--- src/rtl/seq_mult_comp_if.sv ---
// rtl/seq_mult_comp_if.sv - switch/button/LED bundle for the sequential multiply-and-compare unit
interface seq_mult_comp_if #(
  parameter int WIDTH = 8
);
  logic [WIDTH:0]     sw;
  logic [2:0]         btn;
  logic [2:0]         led;
  logic               busy;
  logic [2*WIDTH-1:0] prod;
  logic [2*WIDTH-1:0] res;

  // Board/bench side: drives switches and buttons, observes results
  modport master (output sw, output btn, input led, input busy, input prod, input res);
  // Unit side
  modport slave  (input sw, input btn, output led, output busy, output prod, output res);
endinterface

--- src/rtl/seq_mult_comp.sv ---
// rtl/seq_mult_comp.sv - shift-add multiplier with committed-result compare; CMP_SIGNED_EN selects signed arithmetic
module seq_mult_comp #(
  parameter int WIDTH = 8,
  parameter int CW    = $clog2(WIDTH + 1)
) (
  input  logic           clk,
  input  logic           rst,
  seq_mult_comp_if.slave bus
);

  localparam int PW = 2 * WIDTH;

  localparam logic [0:0] IDLE = 1'b0;
  localparam logic [0:0] MUL  = 1'b1;

  logic [0:0]       state;
  logic [2:0]       btn_q;
  logic             tog_q;
  logic [2:0]       rise;
  logic             tog;

  logic [WIDTH-1:0] op_a;
  logic [WIDTH-1:0] op_b;
  logic [WIDTH-1:0] mag_a;
  logic [WIDTH-1:0] mag_b;
  logic [WIDTH-1:0] mcand;
  logic [PW-1:0]    acc;
  logic [PW-1:0]    acc_next;
  logic [WIDTH:0]   sum;
  logic [PW-1:0]    prod_fin;
  logic [CW-1:0]    cnt;
  logic             last_iter;

  logic [PW-1:0]    prod_r;
  logic [PW-1:0]    res_r;
  logic             prod_valid;
  logic             commit_pend;
  logic             lt;
  logic             eq;
  logic             gt;

  assign rise      = bus.btn & ~btn_q;
  assign tog       = bus.sw[WIDTH] ^ tog_q;
  assign last_iter = (cnt == CW'(WIDTH - 1));

`ifdef CMP_SIGNED_EN
  logic neg;

  // Magnitudes of the loaded operands; -2^(WIDTH-1) maps onto 2^(WIDTH-1), which still fits
  always_comb begin
    mag_a = op_a[WIDTH-1] ? (~op_a + 1'b1) : op_a;
    mag_b = op_b[WIDTH-1] ? (~op_b + 1'b1) : op_b;
  end

  // Re-apply the sign on the completion cycle so latency matches the unsigned build
  always_comb begin
    prod_fin = neg ? (~acc_next + 1'b1) : acc_next;
  end

  // Two's complement compare of committed result against latest product
  always_comb begin
    lt = $signed(res_r) <  $signed(prod_r);
    gt = $signed(res_r) >  $signed(prod_r);
    eq = (res_r == prod_r);
  end

  // Sign of the running product, captured at start
  always_ff @(posedge clk) begin
    if (rst) begin
      neg <= 1'b0;
    end else if (state == IDLE && rise[2]) begin
      neg <= op_a[WIDTH-1] ^ op_b[WIDTH-1];
    end
  end
`else
  // Unsigned build: operands are their own magnitudes
  always_comb begin
    mag_a = op_a;
    mag_b = op_b;
  end

  // Unsigned build: accumulator is the product as-is
  always_comb begin
    prod_fin = acc_next;
  end

  // Unsigned compare of committed result against latest product
  always_comb begin
    lt = res_r <  prod_r;
    gt = res_r >  prod_r;
    eq = (res_r == prod_r);
  end
`endif

  // One shift-add step: multiplier sits in the low half of acc and is consumed LSB first
  always_comb begin
    sum      = {1'b0, acc[PW-1:WIDTH]} + (acc[0] ? {1'b0, mcand} : {(WIDTH+1){1'b0}});
    acc_next = {sum, acc[WIDTH-1:1]};
  end

  // Edge detectors, operand registers, multiply FSM and commit logic
  always_ff @(posedge clk) begin
    if (rst) begin
      btn_q       <= bus.btn;
      tog_q       <= bus.sw[WIDTH];
      op_a        <= '0;
      op_b        <= '0;
      mcand       <= '0;
      acc         <= '0;
      cnt         <= '0;
      prod_r      <= '0;
      res_r       <= '0;
      prod_valid  <= 1'b0;
      commit_pend <= 1'b0;
      state       <= IDLE;
    end else begin
      btn_q <= bus.btn;
      tog_q <= bus.sw[WIDTH];
      if (rise[0]) op_a <= bus.sw[WIDTH-1:0];
      if (rise[1]) op_b <= bus.sw[WIDTH-1:0];

      case (state)
        IDLE: begin
          if (tog && prod_valid) res_r <= prod_r;
          if (rise[2]) begin
            mcand       <= mag_a;
            acc         <= {{WIDTH{1'b0}}, mag_b};
            cnt         <= '0;
            prod_valid  <= 1'b0;
            commit_pend <= 1'b0;
            state       <= MUL;
          end
        end
        MUL: begin
          acc <= acc_next;
          cnt <= cnt + CW'(1);
          if (tog) commit_pend <= 1'b1;
          if (last_iter) begin
            prod_r      <= prod_fin;
            prod_valid  <= 1'b1;
            commit_pend <= 1'b0;
            if (commit_pend || tog) res_r <= prod_fin;
            state       <= IDLE;
          end
        end
        default: state <= IDLE;
      endcase
    end
  end

  assign bus.busy = (state == MUL);
  assign bus.prod = prod_r;
  assign bus.res  = res_r;
  assign bus.led  = prod_valid ? {gt, eq, lt} : 3'b000;

endmodule

--- src/flat_wrapper.sv ---
// flat-port wrapper written by rule: the top's interface ports become plain ports
module seq_mult_comp_flat 
#(
  parameter int WIDTH = 8,
  parameter int CW    = $clog2(WIDTH + 1)
)
  (clk, rst, bus_sw, bus_btn, bus_led, bus_busy, bus_prod, bus_res);
  seq_mult_comp_if #(.WIDTH(WIDTH)) bus_i ();
  input  logic clk;
  input  logic rst;
  input wire logic [$bits(bus_i.sw)-1:0] bus_sw;
  input wire logic [$bits(bus_i.btn)-1:0] bus_btn;
  output wire logic [$bits(bus_i.led)-1:0] bus_led;
  output wire logic [$bits(bus_i.busy)-1:0] bus_busy;
  output wire logic [$bits(bus_i.prod)-1:0] bus_prod;
  output wire logic [$bits(bus_i.res)-1:0] bus_res;
  assign bus_i.sw = bus_sw;
  assign bus_i.btn = bus_btn;
  assign bus_led = bus_i.led;
  assign bus_busy = bus_i.busy;
  assign bus_prod = bus_i.prod;
  assign bus_res = bus_i.res;
  seq_mult_comp #(.WIDTH(WIDTH), .CW(CW)) u_core (.clk(clk), .rst(rst), .bus(bus_i));
endmodule
--- config.mk ---
export PLATFORM = sky130hd
export DESIGN_NAME = seq_mult_comp_flat
export DESIGN_NICKNAME = d
export VERILOG_FILES = /design/src/rtl/seq_mult_comp_if.sv /design/src/rtl/seq_mult_comp.sv /design/src/flat_wrapper.sv
export SDC_FILE = /design/constraint.sdc
export NUM_CORES = 1
export LEC_CHECK = 0
export ABC_AREA = 0
export CORE_ASPECT_RATIO = 0.9
export CORE_MARGIN = 5
export CORE_UTILIZATION = 55
export CTS_CLUSTER_SIZE = 24
export DETAILED_ROUTE_END_ITERATION = 6
export GPL_TIMING_DRIVEN = 0
export PLACE_DENSITY = 0.79
export SYNTH_ARGS = -nofsm -noshare
export SYNTH_HDL_FRONTEND = slang
export SYNTH_SLANG_ARGS = --single-unit
--- constraint.sdc ---
create_clock -name clk -period 3.8 [get_ports clk]
set_input_delay 0.57 -clock clk [delete_from_list [all_inputs] [get_ports clk]]
set_output_delay 0.57 -clock clk [all_outputs]
set_load 0.02 [all_outputs]
Word-level counts from Yosys, hierarchy flattened
Cells that the tools add are included.
{"block": "op_classes", "n_addsub": 2, "n_mul": 0, "div_mod_pow": 0, "magnitude_cmp": 2, "n_eq_ne": 7, "shifts": 0, "n_mux": 19, "n_bitwise": 4, "reduce_logical": 7}
{"cell": "$mux 16", "n": 4}
{"cell": "$pmux 16 s2", "n": 2}
{"cell": "$eq 16x16->1", "n": 1}
{"cell": "$gt 16x16->1", "n": 1}
{"cell": "$lt 16x16->1", "n": 1}
{"cell": "$add 8x9->9", "n": 1}
{"cell": "$mux 8", "n": 1}
{"cell": "$pmux 4 s2", "n": 1}
{"cell": "$reduce_and 2->1", "n": 4}
{"cell": "$mux 1", "n": 6}
{"cell": "$pmux 1 s2", "n": 3}
{"cell": "$add 4x1->4 const B", "n": 1}
{"cell": "$eq 4x3->1 const B", "n": 1}
{"cell": "$mux 4", "n": 1}
{"cell": "$ne 2x1->1 const B", "n": 2}
{"cell": "$ne 2x2->1 const B", "n": 2}
{"cell": "$and 3x3->3", "n": 1}
{"cell": "$mux 3", "n": 1}
{"cell": "$ne 3x3->1 const B", "n": 1}
{"cell": "$not 3->3", "n": 1}
{"cell": "$reduce_and 3->1", "n": 1}
{"cell": "$logic_and 1x1->1", "n": 1}
{"cell": "$logic_or 1x1->1", "n": 1}
{"cell": "$not 1->1", "n": 1}
{"cell": "$xor 1x1->1", "n": 1}
{"block": "totals", "reg_bits": 83, "latchBits": 0, "mem_bits_rw": 0, "romBits": 0, "input_bits": 14, "mem_count": 0}

Logic depth before layout (Yosys ltp)
{"block": "logic_depth", "word_depth": 5, "mapped_depth": 9}

Worst setup path before layout
No wires, ideal clock.
{"block": "synth_timing", "path_type": "reg2out", "from": "reg u_core.prod_r[13], in the netlist u_core.bus.prod[13]", "to": "out bus_led[1]", "arrival_time_ps": 1997, "required_ps": 3230, "path_slack_ps": 1233, "path_stages_with_launch": 6, "n_path_buf": 0, "path_cell_list": "dfxtp_1 > inv_1 > ha_1 > nand4_1 > or4_4 > nor3_1"}
{"block": "synth_via", "elab_chain_len": 2}
{"element": "from (decl)", "line": "seq_mult_comp.sv:34", "rtl": "logic [PW-1:0] prod_r;"}
{"element": "from (signal assigned)", "line": "seq_mult_comp.sv:139", "rtl": "prod_r <= prod_fin;"}
{"element": "$eq 16x16->1", "line": "seq_mult_comp.sv:91", "rtl": "eq = (res_r == prod_r);"}
{"element": "$mux 3", "line": "seq_mult_comp.sv:154", "rtl": "assign bus.led = prod_valid ? {gt, eq, lt} : 3'b000;"}
{"element": "to (decl)", "line": "flat_wrapper.sv:13", "rtl": "output wire logic [$bits(bus_i.led)-1:0] bus_led;"}
Every way passes these cells.

Final worst setup path
{"block": "layout_timing", "from": "reg u_core.prod_r[14], in the netlist u_core.bus.prod[14]", "to": "out bus_led[2]"}
{"block": "layout_via", "elab_chain_len": 2}
{"element": "$gt 16x16->1", "line": "seq_mult_comp.sv:90", "rtl": "gt = res_r > prod_r;"}
{"element": "$mux 3", "line": "seq_mult_comp.sv:154"}
Every way passes these cells.

==> results.yml <==
worst_setup_path:
  crit_path_start: "u_core.bus.prod[14]$_SDFFE_PP0P_"
  rr_worst_depth: 9
  worst_path_largest_cell_delay_ps: 600
  r2r-start: "u_core.acc[0]$_SDFFE_PP0P_"
  critPathKind: "reg -> out"
  crit_path_top_delay_cell: "or4_4"
  required_ps: 3230
  r2r-end: "u_core.bus.res[11]$_SDFFE_PP0P_"
  cp_max_fo: 4
  reg2reg_slack_ps: 1440
  cp_cell_sequence: "inv_1 > ha_1 > nand4_1 > or4_4 > a21oi_1 > or3_1 > o211a_1 > clkdlybuf4s50_1"
  cp.arrival_ps: 2950
  critPathLaunchType: "register"
  end_kind: "primary output"
place:
  place_inst: 639
  post-place-ws_ps: 685
  gp_congestion: 0.874
  io_buffers: 48
  hpwl_microns: 7950
clock_network:
  cts_root_buf: "clkbuf_8"
  htree_num_levels: 3
  cts_made_buffers: 9
  cts.clk_slew.worst_paths_ps: 80
  clk_path_buf_depth: 2
  cts_hold_buf: 0
  clk_latency_ps: 360
  cts.sinks: 83
  cts_tree: "built"
  post_cts_resize_count: 0
  post_cts_buffers: 0
power:
  leakagePower_uw: 0.00177
  power_density_mw_per_mm2: 356
  total_power_uw: 1730
  vdd.ir_drop.worst_uv: 306
logic_synthesis:
  syn_nets: 538
  ys_seq_area_share_pct: 41.2
  synth.distinct_cells: 46
  async_reset_ff_share_pct: 0
  synth_warnings: 0
  synth-seq-cells: 83
  syn_inst: 498
  syn_area_per_cell_sq_um: 8.09
  syn_area_sq_mm: 0.00403
  synth-edff-count: 0
  synth-main-ff-cell: "dfxtp_1"
timing:
  rsz0062_at_grt: "false"
  timing.final.crit_share_pct: 92.7
  setup_tns_ps: 0
  hold_slack_ps: 451
  max_freq_mhz: 284
  tightest_slew_ps: 713
  finalCriticalPeriod_ps: 3520
  skew_ps: 11.7
  slew-limit-headroom_pct: 52.3
  postLayoutSetupSlackWorst_ps: 279
  drv_slew: 0
  setup_violations: 0
  hold_viol: 0
min_path:
  min_to: "u_core.mcand[2]$_SDFFE_PP0P_"
  hold_class: "reg -> reg"
  hold_path_depth: 2
  worstHoldStart: "u_core.mcand[2]$_SDFFE_PP0P_"
routing:
  routed_via_density: 5.73
  vias: 3754
  drcViolationCount: 0
  drtPass1Iterations: 6
  wire_per_inst_microns: 16.1
  postRouteAntennaNets: 0
  totalWireLength_microns: 10600
  drt_iter0_drc: 246
global_route:
  grt_util_all_layers_pct: 23.4
  grt-ovfl-total: 0
  grt_pass1_vias: 3590
  antenna_found_initial: 0
  grt_max_degree: 15
  grt_first_pass_wirelength_microns: 17200
final_layout:
  fillers: 623
  final_cell_mix: "nand2_1 (99), dfxtp_1 (83), a21oi_1 (72)"
  final_nets: 597
  drive_gt1_share_pct: 6.23
  diodes: 0
  fin_cells: 655
  syn2layout_area_growth_pct: 20.4
  final_common_cell: "nand2_1"
floorplanning:
  start_util_pct: 56.7
  rows: 29
  die_w_microns: 100
  io_pins: 50
  core_area_sq_mm: 0.00711
  die_h_microns: 91.2
  die_area_sq_mm: 0.00914
run:
  cap_violations: 0
run_status:
  status: "finished, final reports clean"
[power breakdown]
part / switching (uW) / internal, uW
logic: 72.5 / 39.5
clock network: 331 / 388
registers: 10.3 / 885
total: 413 / 1310
[state kept, by name, summed over array words and instances (netlist names), 3 cells and up]
signal,count
u_core.btn_q,3
u_core.mag_b,8
u_core.mcand,8
u_core.bus.res,16
u_core.cnt,4
u_core.acc,16
u_core.bus.prod,16
u_core.mag_a,8
[how the worst max path moves through the flow]
stage | end | slack (ps) | cells after the start
2_1_floorplan | bus_led[1] | 1230 | 5
3_3_place_gp | bus_led[2] | 720 | 8
3_5_place_dp | bus_led[2] | 680 | 8
4_1_cts | bus_led[2] | 280 | 8
5_1_grt | bus_led[2] | 140 | 8
6_report | bus_led[2] | 280 | 8
[per-layer routing]
layer	part of all wire, %	vias up	GRT usage, %	wire length [microns]
li1	-	1823	-	-
met1	43	1738	29.9	4520
met2	46	168	38.1	4880
met3	8.6	25	6.21	912
met4	2.5	0	7.86	261
met5	0	-	0	0
[synth_stat cells (all sizes together) (2+ instances only)]
cell	instances	share of area, %
a41oi	2	0.43
nand3	4	0.50
nor3	7	0.87
a211oi	17	3.2
xor2	3	0.65
a22oi	4	0.75
inv	23	2.1
mux2	2	0.56
nand4	5	0.78
nor2b	6	0.93
nand2b	12	1.9
a21oi	74	9.6
o211a	2	0.50
a311oi	4	1.0
buf	14	1.9
and4	2	0.43
nor2	39	3.6
o21ai	10	1.2
or3	4	0.62
and2	8	1.2
xnor2	3	0.65
a21o	2	0.37
clkbuf	16	1.5
dfxtp	83	41
ha	25	7.8
nor3b	2	0.37
mux2i	12	3.0
o31ai	3	0.56
nand2	99	9.2
[per-stage QoR]
stage | utilization, % | instance area [sq um]
final | 68.2 | 4850
after global routing | 68.2 | 4850
after CTS | 68.2 | 4850
after detailed placement | 65.1 | 4630
after global placement | 65.1 | 4630
after floorplan | - | 4030
[worst max-delay path: cells and delay by family (launching register included)]
kind | cells | cell delay [ps]
buffers and inverters | 2 | 660
and+or+nand+nor | 3 | 900
adders and majority gates | 1 | 310
DFF | 1 | 420
AOI/OAI and AO/OA | 2 | 300
[cell families after synthesis]
group | Yosys count | synth area share [%]
adders and majority gates | 26 | 8.26
xor gates and xnor gates | 6 | 1.30
muxes | 14 | 3.54
DFF | 83 | 41.2
AOI/OAI and AO/OA | 124 | 18.7
buffers and inverters | 53 | 5.53
and+or+nand+nor | 192 | 21.4
[layout make-up]
| class | count | area, sq um | area share (%) |
|---|---|---|---|
| plain buffers | 30 | 136 | 2.81 |
| clock buffers | 10 | 138 | 2.84 |
| clock inverters | 6 | 86.3 | 1.78 |
| inverters | 23 | 86.3 | 1.78 |
| multi-input cells | 362 | 2150 | 44.2 |
| flip-flops and latches | 83 | 1660 | 34.3 |
| well taps | 93 | 116 | 2.40 |
| repair buffers | 48 | 480 | 9.90 |
Power figures use the tool's default switching activity.
